**config.mk**
```make
export PLATFORM = sky130hd
export DESIGN_NAME = serial_word_rx
export DESIGN_NICKNAME = d
export VERILOG_FILES = /design/src/rtl/serial_word_rx.sv
export SDC_FILE = /design/constraint.sdc
export NUM_CORES = 1
export LEC_CHECK = 0
export CORE_MARGIN = 8
export CORE_UTILIZATION = 57
export DETAILED_ROUTE_END_ITERATION = 16
export PLACE_DENSITY_LB_ADDON = 0.12
export SKIP_CTS_REPAIR_TIMING = 1
export SLEW_MARGIN = 10
export SYNTH_ARGS = -nofsm -noshare
export SYNTH_HDL_FRONTEND = slang
export SYNTH_SLANG_ARGS = --single-unit
export TNS_END_PERCENT = 30
```
**constraint.sdc**
```tcl
create_clock -name clk_i -period 5 [get_ports clk_i]
set_input_delay 1.5 -clock clk_i [delete_from_list [all_inputs] [get_ports clk_i]]
set_output_delay 1.5 -clock clk_i [all_outputs]
set_load 0.01 [all_outputs]
```
**src/rtl/serial_word_rx.sv**
```systemverilog
// serial_word_rx: frames an MSB-first serial bit stream into WIDTH-bit words.
// The first bit received lands in word_o[0]. One completed word can wait in
// the holding register until the consumer takes it.
//
// Handshake: a word moves to the consumer on a clk_i edge where wvalid_o=1
// and wready_i=1. wvalid_o only drops on such an edge, unless a new word
// loads on that same edge. word_o does not change while wvalid_o=1 and
// wready_i=0.
//
// All outputs come straight from registers, so no input reaches an output
// combinationally.
module serial_word_rx #(
    parameter int WIDTH = 36
) (
    input  logic             clk_i,
    input  logic             reset_i,
    input  logic             sin_i,
    input  logic             svalid_i,
    input  logic             sframe_i,
    output logic [0:WIDTH-1] word_o,
    output logic             wvalid_o,
    input  logic             wready_i,
    output logic             busy_o,
    output logic             ferr_o,
    output logic             ovr_o,
    input  logic             clrovr_i
);

    localparam int CNT_W = $clog2(WIDTH + 1);
    localparam logic [CNT_W-1:0] LAST_CNT = CNT_W'(WIDTH - 1);

    typedef enum logic {
        IDLE  = 1'b0,
        SHIFT = 1'b1
    } state_t;

    state_t           state_q;
    logic [CNT_W-1:0] cnt_q;
    logic [0:WIDTH-1] sh_q;
    logic [0:WIDTH-1] sh_d;
    logic [0:WIDTH-1] word_q;
    logic             wvalid_q;
    logic             ferr_q;
    logic             ovr_q;

    logic             word_done;
    logic             drain;
    logic             load;
    logic             overrun;

    // Shifted value and completion / holding-register decisions for this edge.
    always_comb begin
        sh_d      = {sh_q[1:WIDTH-1], sin_i};
        word_done = (state_q == SHIFT) && svalid_i && !sframe_i && (cnt_q == LAST_CNT);
        drain     = wvalid_q && wready_i;
        // A completing word fits if the holder is empty or being drained now.
        load      = word_done && (!wvalid_q || wready_i);
        overrun   = word_done && !load;
    end

    // Framing FSM, shift register, holding register and flags.
    always_ff @(posedge clk_i or posedge reset_i) begin
        if (reset_i) begin
            state_q  <= IDLE;
            cnt_q    <= '0;
            sh_q     <= '0;
            word_q   <= '0;
            wvalid_q <= 1'b0;
            ferr_q   <= 1'b0;
            ovr_q    <= 1'b0;
        end else begin
            ferr_q <= 1'b0;

            case (state_q)
                IDLE: begin
                    // Bits without a frame marker are ignored silently.
                    if (svalid_i && sframe_i) begin
                        sh_q    <= sh_d;
                        cnt_q   <= CNT_W'(1);
                        state_q <= SHIFT;
                    end
                end
                SHIFT: begin
                    if (svalid_i) begin
                        sh_q <= sh_d;
                        if (sframe_i) begin
                            // Early frame marker: drop the partial word and
                            // restart counting from this bit.
                            ferr_q <= 1'b1;
                            cnt_q  <= CNT_W'(1);
                        end else if (cnt_q == LAST_CNT) begin
                            cnt_q   <= '0;
                            state_q <= IDLE;
                        end else begin
                            cnt_q <= cnt_q + CNT_W'(1);
                        end
                    end
                end
                default: state_q <= IDLE;
            endcase

            if (load) begin
                word_q   <= sh_d;
                wvalid_q <= 1'b1;
            end else if (drain) begin
                wvalid_q <= 1'b0;
            end

            // A fresh overrun takes priority over a clear on the same edge.
            if (overrun) begin
                ovr_q <= 1'b1;
            end else if (clrovr_i) begin
                ovr_q <= 1'b0;
            end
        end
    end

    assign word_o   = word_q;
    assign wvalid_o = wvalid_q;
    assign busy_o   = (state_q == SHIFT);
    assign ferr_o   = ferr_q;
    assign ovr_o    = ovr_q;

endmodule

```
==> results.txt <==
----------------------------------------------------
[CTS]
  CTS Root Cell ... sky130_fd_sc_hd__clkbuf_8
  Worst-path clk slew ... 80 ps
  Maximum clock path buffer count ... 2
  Clock tree from TritonCTS ... yes
  Total CTS buffers ... 9
  Clock tree sinks ... 81
  Insertion delay to the later sink of the worst-skew pair ... 340 ps
  Number of H-tree branching levels ... 3

[STA]
  Final count of negative-setup-slack endpoints ... 0
  Setup Total Neg Slack ... 0 ps
  Min cycle time layout ... 3190 ps
  Worst-Margin Slew ... 949 ps
  Setup repair after global routing missed its margin ... false
  Max-slew headroom at the worst pin ... 0.366
  Final slew viol count ... 0
  Fmax ... 314 MHz
  Final clock period utilization by the worst path ... 0.638
  Final number of hold-violating endpoints ... 0
  Final worst hold slack ... 508 ps
  Clock skew ... 6.63 ps

[Setup path]
  Reg-to-reg critical path startpoint ... cnt_q[0]
  Largest fanout on the critical path ... 23
  Crit Path Class ... in -> reg
  Crit path required time ... 5230 ps
  CP arrival ... 3420 ps
  Crit. End Element ... register
  Category of the worst setup path launch point ... input pin
  Start point of the critical path ... sframe_i

[Floorplanning]
  Chip width ... 90.3 um
  Die Area ... 8160 um2
  Effective utilization at floorplan ... 0.583
  Die span in y ... 90.3 um
  I/O pin cnt ... 47
  Standard cell core area ... 5410 um2
  Number of cell rows ... 27

[Power]
  Cell Int Power ... 0.00112 W
  Static Leakage ... 1.79 nW
  Switch Pwr ... 0.000351 W
  Power density over cell area ... 379 nW/um2
  Peak supply drop ... 297 uV
  Comb pwr share ... 0.103
  Switching part of the total power ... 0.239
  Clock Power Share ... 0.325
  Sequential share of power ... 0.573

[Synthesis]
  Syn. warnings ... 0
  Number of cells produced by synthesis ... 197
  Total nets after synthesis ... 205
  Portion of the post-synthesis area used by sequential elements ... 0.644
  Post-synthesis share of cell area spent on full adders, half adders and majority gates ... 0.00397
  Fraction of the mapped netlist area in simple logic gates ... 0.0449
  XOR/XNOR Fraction of Synth Area ... 0.00556
  Netlist cell types ... 26
  Area of the mapped netlist ... 3150 um2
  Post-Synthesis Mean Instance Area ... 16.0 um2
  Multiplexer share of the synthesized area ... 0.254
  Share of the synthesized area in compound gates (AO/OA/AOI/OAI) ... 0.0242
  Dominant combinational cell family by area after synthesis ... multiplexers
  Number of synthesized register bits ... 81

[Routing]
  Detailed-router iteration count before antenna repair ... 4
  Remaining DRCs ... 0
  Average detailed-routed wire length per instance ... 15.3 um
  Mean number of vias per cell ... 5.28
  Detail Route Antenna Nets ... 0
  Routed WL ... 5000 um
  Number of violations reported at the end of detailed-routing iteration 0 ... 21
  Total via count after detailed routing ... 1725

[Min path]
  Kind of path behind the tightest hold check ... reg -> reg
  Worst Min Path Start ... word_o[7]

[Placement]
  Number of cells after detailed placement ... 311
  Estimated wirelength of the detail-placed design ... 3300 um
  Port bufs ... 46
  GP Congestion ... 0.752

[GRT]
  Combined global-route utilization of all metal layers ... 0.135
  Overflow left after global routing ... 0
  Number of global-route vias before repair ... 1898
  Number of antenna violations at the first check in global routing ... 0
  Global-route wire length before repair ... 8950 um
  Maximum number of pins on one net before global-route repair ... 59

[Finish]
  Syn-to-layout area delta ... 23.4%
  Most common library cell in the layout ignoring fill and taps ... sky130_fd_sc_hd__dfrtp_1
  Total number of nets in the final design ... 258
  Post-layout instance count excluding filler cells ... 327
  Share of post-route cells with drive strength above 1 ... 0.373
  Leading cell types in the layout, fill and taps excluded ... sky130_fd_sc_hd__dfrtp_1, sky130_fd_sc_hd__mux2_2, sky130_fd_sc_hd__clkdlybuf4s50_1
  Area of combinational cells with multiple inputs ... 1060 um2
  Area occupied by registers ... 2030 um2
  Fillcell total ... 366
  N_diodes ... 0

[Outcome]
  Result of the run ... complete, no violations

[Job]
  Max-capacitance violation count ... 0

----------------------------------------------------
-- final cells by class --
cell class              count  area share
clock buffers              12      0.0399
flip-flops and latches     81       0.522
inverters                   3     0.00322
well taps                  72      0.0232
multi-input cells         105       0.272
repair buffers             50       0.126
clock inverters             4      0.0132
-- logic make-up after synthesis --
logic type	Yosys count
AOI/OAI and AO/OA	12
xor gates and xnor gates	2
adders and majority gates	1
buffers and inverters	11
DFF	81
muxes	71
and+or+nand+nor	19
-- worst paths after layout --
kind,endpoint,slack (ps),cells after the start
worst max-delay path,word_o[17],1810,5
worst min-delay path,word_o[7],510,1
worst max register to register,word_o[17],3000,5
worst min register to register,word_o[7],510,1
max in group asynchronous,word_o[4],2520,3
min in group asynchronous,cnt_q[1],1660,2
-- power groups by stage --
stage,Clock [W],Sequential [W],Combinational (W)
5_1_grt,0.000524,0.000861,0.000168
2_1_floorplan,0,0.000826,0.000129
4_1_cts,0.000495,0.000844,0.000154
3_3_place_gp,0,0.000853,0.000147
3_5_place_dp,0,0.000856,0.000153
6_report,0.000478,0.000843,0.000151
-- per-stage QoR --
step | power (W) | area [um2] | setup slack [ps] | utilization
finish | 0.00147 | 3880 | 1810 | 0.719
global route | 0.00155 | 3880 | 1700 | 0.719
detailed placement | 0.00101 | 3680 | 1440 | 0.681
floorplan | 0.000955 | 3150 | 1420 | -
CTS | 0.00149 | 3880 | 1820 | 0.719
global placement | 0.000999 | 3680 | 1490 | 0.681
-- flip-flops by register name, summed over array words and instances (netlist names) --
name and count:
busy_o 1, cnt_q 6, ferr_o 1, ovr_o 1, sh_q 35, word_o 36, wvalid_o 1
-- cell usage after synthesis --
master	count	area, um2
sky130_fd_sc_hd__mux2_2	71	800
sky130_fd_sc_hd__ha_1	1	12.5
sky130_fd_sc_hd__nor4b_4	1	23.8
sky130_fd_sc_hd__clkbuf_1	4	15.0
sky130_fd_sc_hd__o21ai_0	5	25.0
sky130_fd_sc_hd__dfrtp_1	81	2030
sky130_fd_sc_hd__o2bb2ai_1	1	8.76
sky130_fd_sc_hd__nand2b_1	2	12.5
sky130_fd_sc_hd__o21bai_1	1	7.51
sky130_fd_sc_hd__a22o_1	1	8.76
sky130_fd_sc_hd__and3b_1	1	8.76
sky130_fd_sc_hd__inv_1	3	11.3
sky130_fd_sc_hd__or3_2	1	7.51
sky130_fd_sc_hd__xor2_1	2	17.5
sky130_fd_sc_hd__nand2_1	8	30.0
sky130_fd_sc_hd__o211ai_1	1	7.51
sky130_fd_sc_hd__nand3b_1	1	7.51
sky130_fd_sc_hd__or4_1	1	7.51
sky130_fd_sc_hd__buf_6	3	33.8
sky130_fd_sc_hd__and3_1	1	6.26
sky130_fd_sc_hd__nand4bb_4	1	27.5
sky130_fd_sc_hd__buf_8	1	15.0
sky130_fd_sc_hd__o22ai_1	1	6.26
sky130_fd_sc_hd__o21ai_1	1	5.00
sky130_fd_sc_hd__o31ai_1	1	7.51
sky130_fd_sc_hd__nand3_1	2	10.0
-- routing by layer --
metal  vias to the layer above  part of all wire  GRT usage  wire length (um)
met2                        43              0.45      0.199              2240
met3                         8             0.058     0.0499               291
met4                         0             0.018     0.0666                89
met5                         -                 0          0                 0
met1                       868              0.48      0.171              2380
li1                        806                 -          -                 -
-- critical path, cell delays in order --
cell and delay, ps:
sky130_fd_sc_hd__clkdlybuf4s50_1 520, sky130_fd_sc_hd__nand3b_1 370, sky130_fd_sc_hd__nor4b_4 300, sky130_fd_sc_hd__buf_4 340, sky130_fd_sc_hd__mux2_2 380
No activity file was read; power rests on OpenSTA's default activity.
